==> src/rtl/div_pkg.sv <==
// Shared types and constants for the sequential restoring divider.
package div_pkg;

  typedef enum logic [1:0] {
    IDLE  = 2'b00,
    ITER  = 2'b01,
    FIXUP = 2'b10,
    DONE  = 2'b11
  } div_state_e;

  // Quotient reported on divide-by-zero; sliced to WIDTH by the user (WIDTH <= 64).
  localparam logic [63:0] DIV0_QUOT = '1;

endpackage

==> src/rtl/div_step.sv <==
// One restoring-division iteration: shift {A,Q} left, trial-subtract M from A.
module div_step #(
  parameter int WIDTH = 8
) (
  input  logic [WIDTH-1:0] a_in,
  input  logic [WIDTH-1:0] q_in,
  input  logic [WIDTH-1:0] m_in,
  output logic [WIDTH-1:0] a_out,
  output logic [WIDTH-1:0] q_out
);

  logic [WIDTH:0] a_shift;
  logic [WIDTH:0] diff;

  always_comb begin
    // The shifted A needs WIDTH+1 bits; its MSB feeds the trial subtraction.
    a_shift = {a_in, q_in[WIDTH-1]};
    diff    = a_shift - {1'b0, m_in};
    if (!diff[WIDTH]) begin
      a_out = diff[WIDTH-1:0];
      q_out = {q_in[WIDTH-2:0], 1'b1};
    end else begin
      a_out = a_shift[WIDTH-1:0];
      q_out = {q_in[WIDTH-2:0], 1'b0};
    end
  end

endmodule

==> src/rtl/seq_divider.sv <==
// Sequential restoring divider, one quotient bit per clock.
// Define SIGNED_DIV_EN for two's-complement operands (adds a FIXUP cycle).
module seq_divider
  import div_pkg::*;
#(
  parameter int WIDTH = 8,
  localparam int CNT_W = $clog2(WIDTH + 1)
) (
  input  logic             clk,
  input  logic             rst,
  input  logic             start,
  input  logic [WIDTH-1:0] dividend,
  input  logic [WIDTH-1:0] divisor,
  output logic             busy,
  output logic             done,
  output logic [WIDTH-1:0] quotient,
  output logic [WIDTH-1:0] remainder,
  output logic             div_by_zero
);

  div_state_e       state_q, state_d;
  logic [WIDTH-1:0] a_q, a_d;
  logic [WIDTH-1:0] q_q, q_d;
  logic [WIDTH-1:0] m_q, m_d;
  logic [CNT_W-1:0] count_q, count_d;
  logic             busy_q, busy_d;
  logic             done_q, done_d;
  logic [WIDTH-1:0] quot_q, quot_d;
  logic [WIDTH-1:0] rem_q, rem_d;
  logic             dbz_q, dbz_d;

  logic [WIDTH-1:0] a_step, q_step;
  logic [WIDTH-1:0] dividend_mag, divisor_mag;

`ifdef SIGNED_DIV_EN
  logic neg_quot_q, neg_quot_d;
  logic neg_rem_q, neg_rem_d;

  always_comb begin
    dividend_mag = dividend[WIDTH-1] ? (~dividend + 1'b1) : dividend;
    divisor_mag  = divisor[WIDTH-1]  ? (~divisor + 1'b1)  : divisor;
  end
`else
  always_comb begin
    dividend_mag = dividend;
    divisor_mag  = divisor;
  end
`endif

  div_step #(.WIDTH(WIDTH)) u_step (
    .a_in  (a_q),
    .q_in  (q_q),
    .m_in  (m_q),
    .a_out (a_step),
    .q_out (q_step)
  );

  always_comb begin
    state_d = state_q;
    a_d     = a_q;
    q_d     = q_q;
    m_d     = m_q;
    count_d = count_q;
    busy_d  = busy_q;
    done_d  = 1'b0;
    quot_d  = quot_q;
    rem_d   = rem_q;
    dbz_d   = dbz_q;
`ifdef SIGNED_DIV_EN
    neg_quot_d = neg_quot_q;
    neg_rem_d  = neg_rem_q;
`endif

    case (state_q)
      IDLE: begin
        if (start) begin
          busy_d = 1'b1;
          if (divisor == '0) begin
            quot_d  = DIV0_QUOT[WIDTH-1:0];
            rem_d   = dividend;
            dbz_d   = 1'b1;
            done_d  = 1'b1;
            state_d = DONE;
          end else begin
            a_d     = '0;
            q_d     = dividend_mag;
            m_d     = divisor_mag;
            count_d = CNT_W'(WIDTH);
            dbz_d   = 1'b0;
            state_d = ITER;
`ifdef SIGNED_DIV_EN
            neg_quot_d = dividend[WIDTH-1] ^ divisor[WIDTH-1];
            neg_rem_d  = dividend[WIDTH-1];
`endif
          end
        end
      end

      ITER: begin
        a_d     = a_step;
        q_d     = q_step;
        count_d = count_q - CNT_W'(1);
        if (count_q == CNT_W'(1)) begin
          quot_d = q_step;
          rem_d  = a_step;
`ifdef SIGNED_DIV_EN
          state_d = FIXUP;
`else
          state_d = DONE;
          done_d  = 1'b1;
`endif
        end
      end

`ifdef SIGNED_DIV_EN
      FIXUP: begin
        // Negating 2^(WIDTH-1) wraps to itself, which gives the overflow result.
        if (neg_quot_q) quot_d = ~quot_q + 1'b1;
        if (neg_rem_q)  rem_d  = ~rem_q + 1'b1;
        state_d = DONE;
        done_d  = 1'b1;
      end
`endif

      DONE: begin
        state_d = IDLE;
        busy_d  = 1'b0;
      end

      default: begin
        state_d = IDLE;
        busy_d  = 1'b0;
      end
    endcase
  end

  always_ff @(posedge clk or posedge rst) begin
    if (rst) begin
      state_q <= IDLE;
      a_q     <= '0;
      q_q     <= '0;
      m_q     <= '0;
      count_q <= '0;
      busy_q  <= 1'b0;
      done_q  <= 1'b0;
      quot_q  <= '0;
      rem_q   <= '0;
      dbz_q   <= 1'b0;
`ifdef SIGNED_DIV_EN
      neg_quot_q <= 1'b0;
      neg_rem_q  <= 1'b0;
`endif
    end else begin
      state_q <= state_d;
      a_q     <= a_d;
      q_q     <= q_d;
      m_q     <= m_d;
      count_q <= count_d;
      busy_q  <= busy_d;
      done_q  <= done_d;
      quot_q  <= quot_d;
      rem_q   <= rem_d;
      dbz_q   <= dbz_d;
`ifdef SIGNED_DIV_EN
      neg_quot_q <= neg_quot_d;
      neg_rem_q  <= neg_rem_d;
`endif
    end
  end

  assign busy        = busy_q;
  assign done        = done_q;
  assign quotient    = quot_q;
  assign remainder   = rem_q;
  assign div_by_zero = dbz_q;

endmodule

==> config.mk <==
export PLATFORM = sky130hd
export DESIGN_NAME = seq_divider
export DESIGN_NICKNAME = d
export VERILOG_FILES = /design/src/rtl/div_pkg.sv /design/src/rtl/div_step.sv /design/src/rtl/seq_divider.sv
export SDC_FILE = /design/constraint.sdc
export NUM_CORES = 1
export LEC_CHECK = 0
export ABC_AREA = 1
export CAP_MARGIN = 10
export CORE_ASPECT_RATIO = 1.25
export CORE_MARGIN = 2
export CORE_UTILIZATION = 40
export CTS_CLUSTER_SIZE = 30
export DETAILED_ROUTE_END_ITERATION = 7
export MAX_ROUTING_LAYER = met4
export PLACE_DENSITY_LB_ADDON = 0.08
export SYNTH_ARGS = -nofsm -noshare
export SYNTH_HDL_FRONTEND = slang
export SYNTH_SLANG_ARGS = --single-unit
==> constraint.sdc <==
create_clock -name clk -period 4.5 [get_ports clk]
set_input_delay 0.9 -clock clk [delete_from_list [all_inputs] [get_ports clk]]
set_output_delay 0.9 -clock clk [all_outputs]
set_load 0.02 [all_outputs]
==> metrics <==
result of the run complete, no violations; H-tree depth 2; library cell contributing the largest single delay on the critical path sky130_fd_sc_hd__o21ai_2; half-perimeter wire length after placement 4.25 mm; Core Region 6520 µm²; final non-filler cell total 467; count of mapped cells out of synthesis 343; transition time of the tightest slew-check pin 1020 ps; number of cells traversed by the worst hold path 1; setup TNS after final layout 0 ps; most frequent cells in the layout sky130_fd_sc_hd__nand2_1, sky130_fd_sc_hd__inv_1, sky130_fd_sc_hd__dfrtp_1; Reg2Reg Setup Slack 2370 ps; fraction of synthesized cell area taken by the top area cell type 45.8%; clock-pin slew reported for the worst setup and hold paths after clock tree synthesis 90 ps; number of cells upsized or downsized after cts 0; final period utilization 56.9%; Final Setup Violations 0; element type at the critical path start primary input; effective utilization at floorplan 41.0%; list of cells traversed by the critical path clkdlybuf4s50_1 -> nor2_1 -> nand2_1 -> nor2_4 -> o21ai_2 -> inv_1 -> nand2_1 -> nand3_1; CTS buffer count 5; cell chosen for the clock root sky130_fd_sc_hd__clkbuf_8; antenna violation net count after detailed routing 0; Setup Skew 3.31 ps; post-synthesis sequential area ratio 45.8%; hold buffer count at CTS 0; delay-heaviest family, CP buffers and inverters; average wire per cell in the routed design 12.5 µm; number of distinct library cell variants in the gate-level netlist after synthesis 30; Layout Area Growth over Synthesis 20.2%; TritonCTS clock tree built; endpoint type of the worst setup path register; Max Transition Viols Final 0; stages on the worst setup path 8; crit-path most repeated cell sky130_fd_sc_hd__nand2_1; worst-case reg-to-reg path depth 14; Pwr per Cell Area 834 nW/µm²; first-pass GRT wire length 9.67 mm; diode insertion count for antenna repair 0; critical path's largest stage delay 650 ps; Post-route DRC 0; kind of critical path primary input to register; Total Routed Length 5.82 mm; num rows 33; fraction of final layout cells with drive strength greater than 1 6.58%; detailed-routing iteration count for the pre-antenna-repair pass 4; number of cells in the design after placement 459; Fill cells 685; Worst Path Required 4690 ps; count of max-cap constraint violations 0; I/O Pins 38; post-synthesis register bit count 49; Critical Path Fanout Max 22; share of the core filled with cells in the final layout 49.3%; clock insertion delay at the later pin of the skew report 300 ps; pin count of the biggest net entering global routing 50; setup repair after global routing missed its margin false; achievable clock frequency 390 MHz; worst min-delay path class register to register; number of buffers inserted by post-CTS setup repair 0; vias 2170; count of clock tree sinks 49; grt total ovfl 0; leakage power total 0.00167 µW; total of warnings raised by yosys 0; worst rel slew slack 31.6%; port bufs 37; Die Span X 77.2 µm; Vias per Instance 4.65; Iter 0 DRT Violations 96; commonest non-fill, non-tap cell in the layout sky130_fd_sc_hd__nand2_1; final hold viol count 0; top cells by area in the synthesized netlist sky130_fd_sc_hd__dfrtp_1, sky130_fd_sc_hd__nand2_1, sky130_fd_sc_hd__inv_1; per-instance average area after synthesis 7.81 µm²; nets 409; via count of the first global-routing pass 2080; Post-Syn Area 2680 µm²; Vert. Die Dim 95.5 µm; critical path data arrival time 2750 ps; GP Congestion 0.847; Final Hold Slack 496 ps; count of buffer and inverter cells on the critical path 2; clock buffer depth 2; VDD IR-drop max 364 µV; die area 7370 µm²; leading area contributor after synthesis sky130_fd_sc_hd__dfrtp_1; final critical path time including I/O delays and setup 2560 ps; number of nets produced by synthesis 373; All-Layer GR Usage 17.0%; initial antenna violation count 0
worst paths after layout:
kind | from | to
max | divisor[4] | a_q[4]$_DFFE_PP0P_
min | count_q[3]$_DFFE_PP0P_ | count_q[3]$_DFFE_PP0P_
max reg2reg | q_q[7]$_DFFE_PP0P_ | remainder[7]$_DFFE_PP0P_
min reg2reg | count_q[3]$_DFFE_PP0P_ | count_q[3]$_DFFE_PP0P_
max in group asynchronous | rst | a_q[7]$_DFFE_PP0P_
min in group asynchronous | rst | count_q[3]$_DFFE_PP0P_
power breakdown:
| group | total (µW) | leakage, µW | internal [µW] | switching, µW |
|---|---|---|---|---|
| clock | 333 | 0.0000585 | 182 | 151 |
| sequential | 773 | 0.000578 | 658 | 115 |
| combinational | 1580 | 0.00103 | 603 | 978 |
| total | 2690 | 0.00167 | 1440 | 1240 |
layer usage:
| metal | track usage (%) | wire (µm) | part of all wire (%) | up-vias |
|---|---|---|---|---|
| met5 | - | 0 | 0 | - |
| li1 | - | - | - | 1148 |
| met3 | 1.99 | 117 | 2.0 | 10 |
| met1 | 22.1 | 2820 | 48 | 986 |
| met2 | 27.8 | 2800 | 48 | 26 |
| met4 | 5.51 | 82 | 1.4 | 0 |
sequential cells by signal (all words and copies together), names as in the netlist:
register     cells
a_q              8
busy             1
count_q          4
div_by_zero      1
done             1
m_q              8
q_q              8
quotient         8
remainder        8
state_q          2
logic make-up (layout without fill, tap and decap cells):
logic type	after synthesis	after routing	share of synthesized area, %
flops	49	49	45.8
fa+ha+maj	11	11	5.42
compound gates	39	39	8.04
xor+xnor	4	4	1.31
simple gates	170	170	28.7
buf+inv	70	107	10.7
final cells by class:
| class | count | area [µm²] | share of cell area [%] |
|---|---|---|---|
| clock inverters | 1 | 30.0 | 0.933 |
| well taps | 87 | 109 | 3.38 |
| flip-flops and latches | 49 | 1230 | 38.1 |
| clock buffers | 7 | 86.3 | 2.68 |
| repair buffers | 37 | 370 | 11.5 |
| multi-input cells | 224 | 1160 | 36.2 |
| inverters | 62 | 233 | 7.23 |
through the flow:
stage | worst slack, ps | cell area [µm²] | power (µW)
2_1_floorplan | 2430 | 2680 | 1940
3_3_place_gp | 1580 | 3100 | 2360
3_5_place_dp | 1610 | 3100 | 2370
4_1_cts | 1940 | 3220 | 2710
5_1_grt | 1760 | 3220 | 2970
6_report | 1940 | 3220 | 2690
synth_stat cells:
cell type                  number
sky130_fd_sc_hd__nand3_1       40
sky130_fd_sc_hd__inv_2          3
sky130_fd_sc_hd__xnor2_1        2
sky130_fd_sc_hd__inv_1         59
sky130_fd_sc_hd__o211ai_1       1
sky130_fd_sc_hd__nand3_2        1
sky130_fd_sc_hd__nor2_1        27
sky130_fd_sc_hd__ha_1          10
sky130_fd_sc_hd__buf_2          4
sky130_fd_sc_hd__xor2_1         2
sky130_fd_sc_hd__o21ai_0       22
sky130_fd_sc_hd__o22ai_1        2
sky130_fd_sc_hd__or2_2          5
sky130_fd_sc_hd__nand4_2        1
sky130_fd_sc_hd__a21oi_1        3
sky130_fd_sc_hd__nand2_2        3
sky130_fd_sc_hd__nor2_4         1
sky130_fd_sc_hd__fa_1           1
sky130_fd_sc_hd__nand2_1       86
sky130_fd_sc_hd__a31oi_1        9
sky130_fd_sc_hd__nand4_1        1
sky130_fd_sc_hd__nor2_8         1
sky130_fd_sc_hd__clkbuf_1       1
sky130_fd_sc_hd__buf_4          1
sky130_fd_sc_hd__nor3_4         1
sky130_fd_sc_hd__o21ai_2        1
sky130_fd_sc_hd__o21ai_1        1
sky130_fd_sc_hd__or2_1          3
sky130_fd_sc_hd__dfrtp_1       49
sky130_fd_sc_hd__buf_6          2
worst reg2reg max path, cell delays in order, from the launching register on:
cell                      delay (ps)
sky130_fd_sc_hd__dfrtp_1         380
sky130_fd_sc_hd__inv_1            80
sky130_fd_sc_hd__ha_1            140
sky130_fd_sc_hd__inv_1            70
sky130_fd_sc_hd__fa_1            400
sky130_fd_sc_hd__nand2_1          80
sky130_fd_sc_hd__nand2_1          80
sky130_fd_sc_hd__nand3_1         140
sky130_fd_sc_hd__nand2_1          90
sky130_fd_sc_hd__nand2_1          90
sky130_fd_sc_hd__nand2_2         120
sky130_fd_sc_hd__nand3_1         170
sky130_fd_sc_hd__nand3_1          90
sky130_fd_sc_hd__nand2_1          60
sky130_fd_sc_hd__inv_1            30
Power figures use the tool's default switching activity.
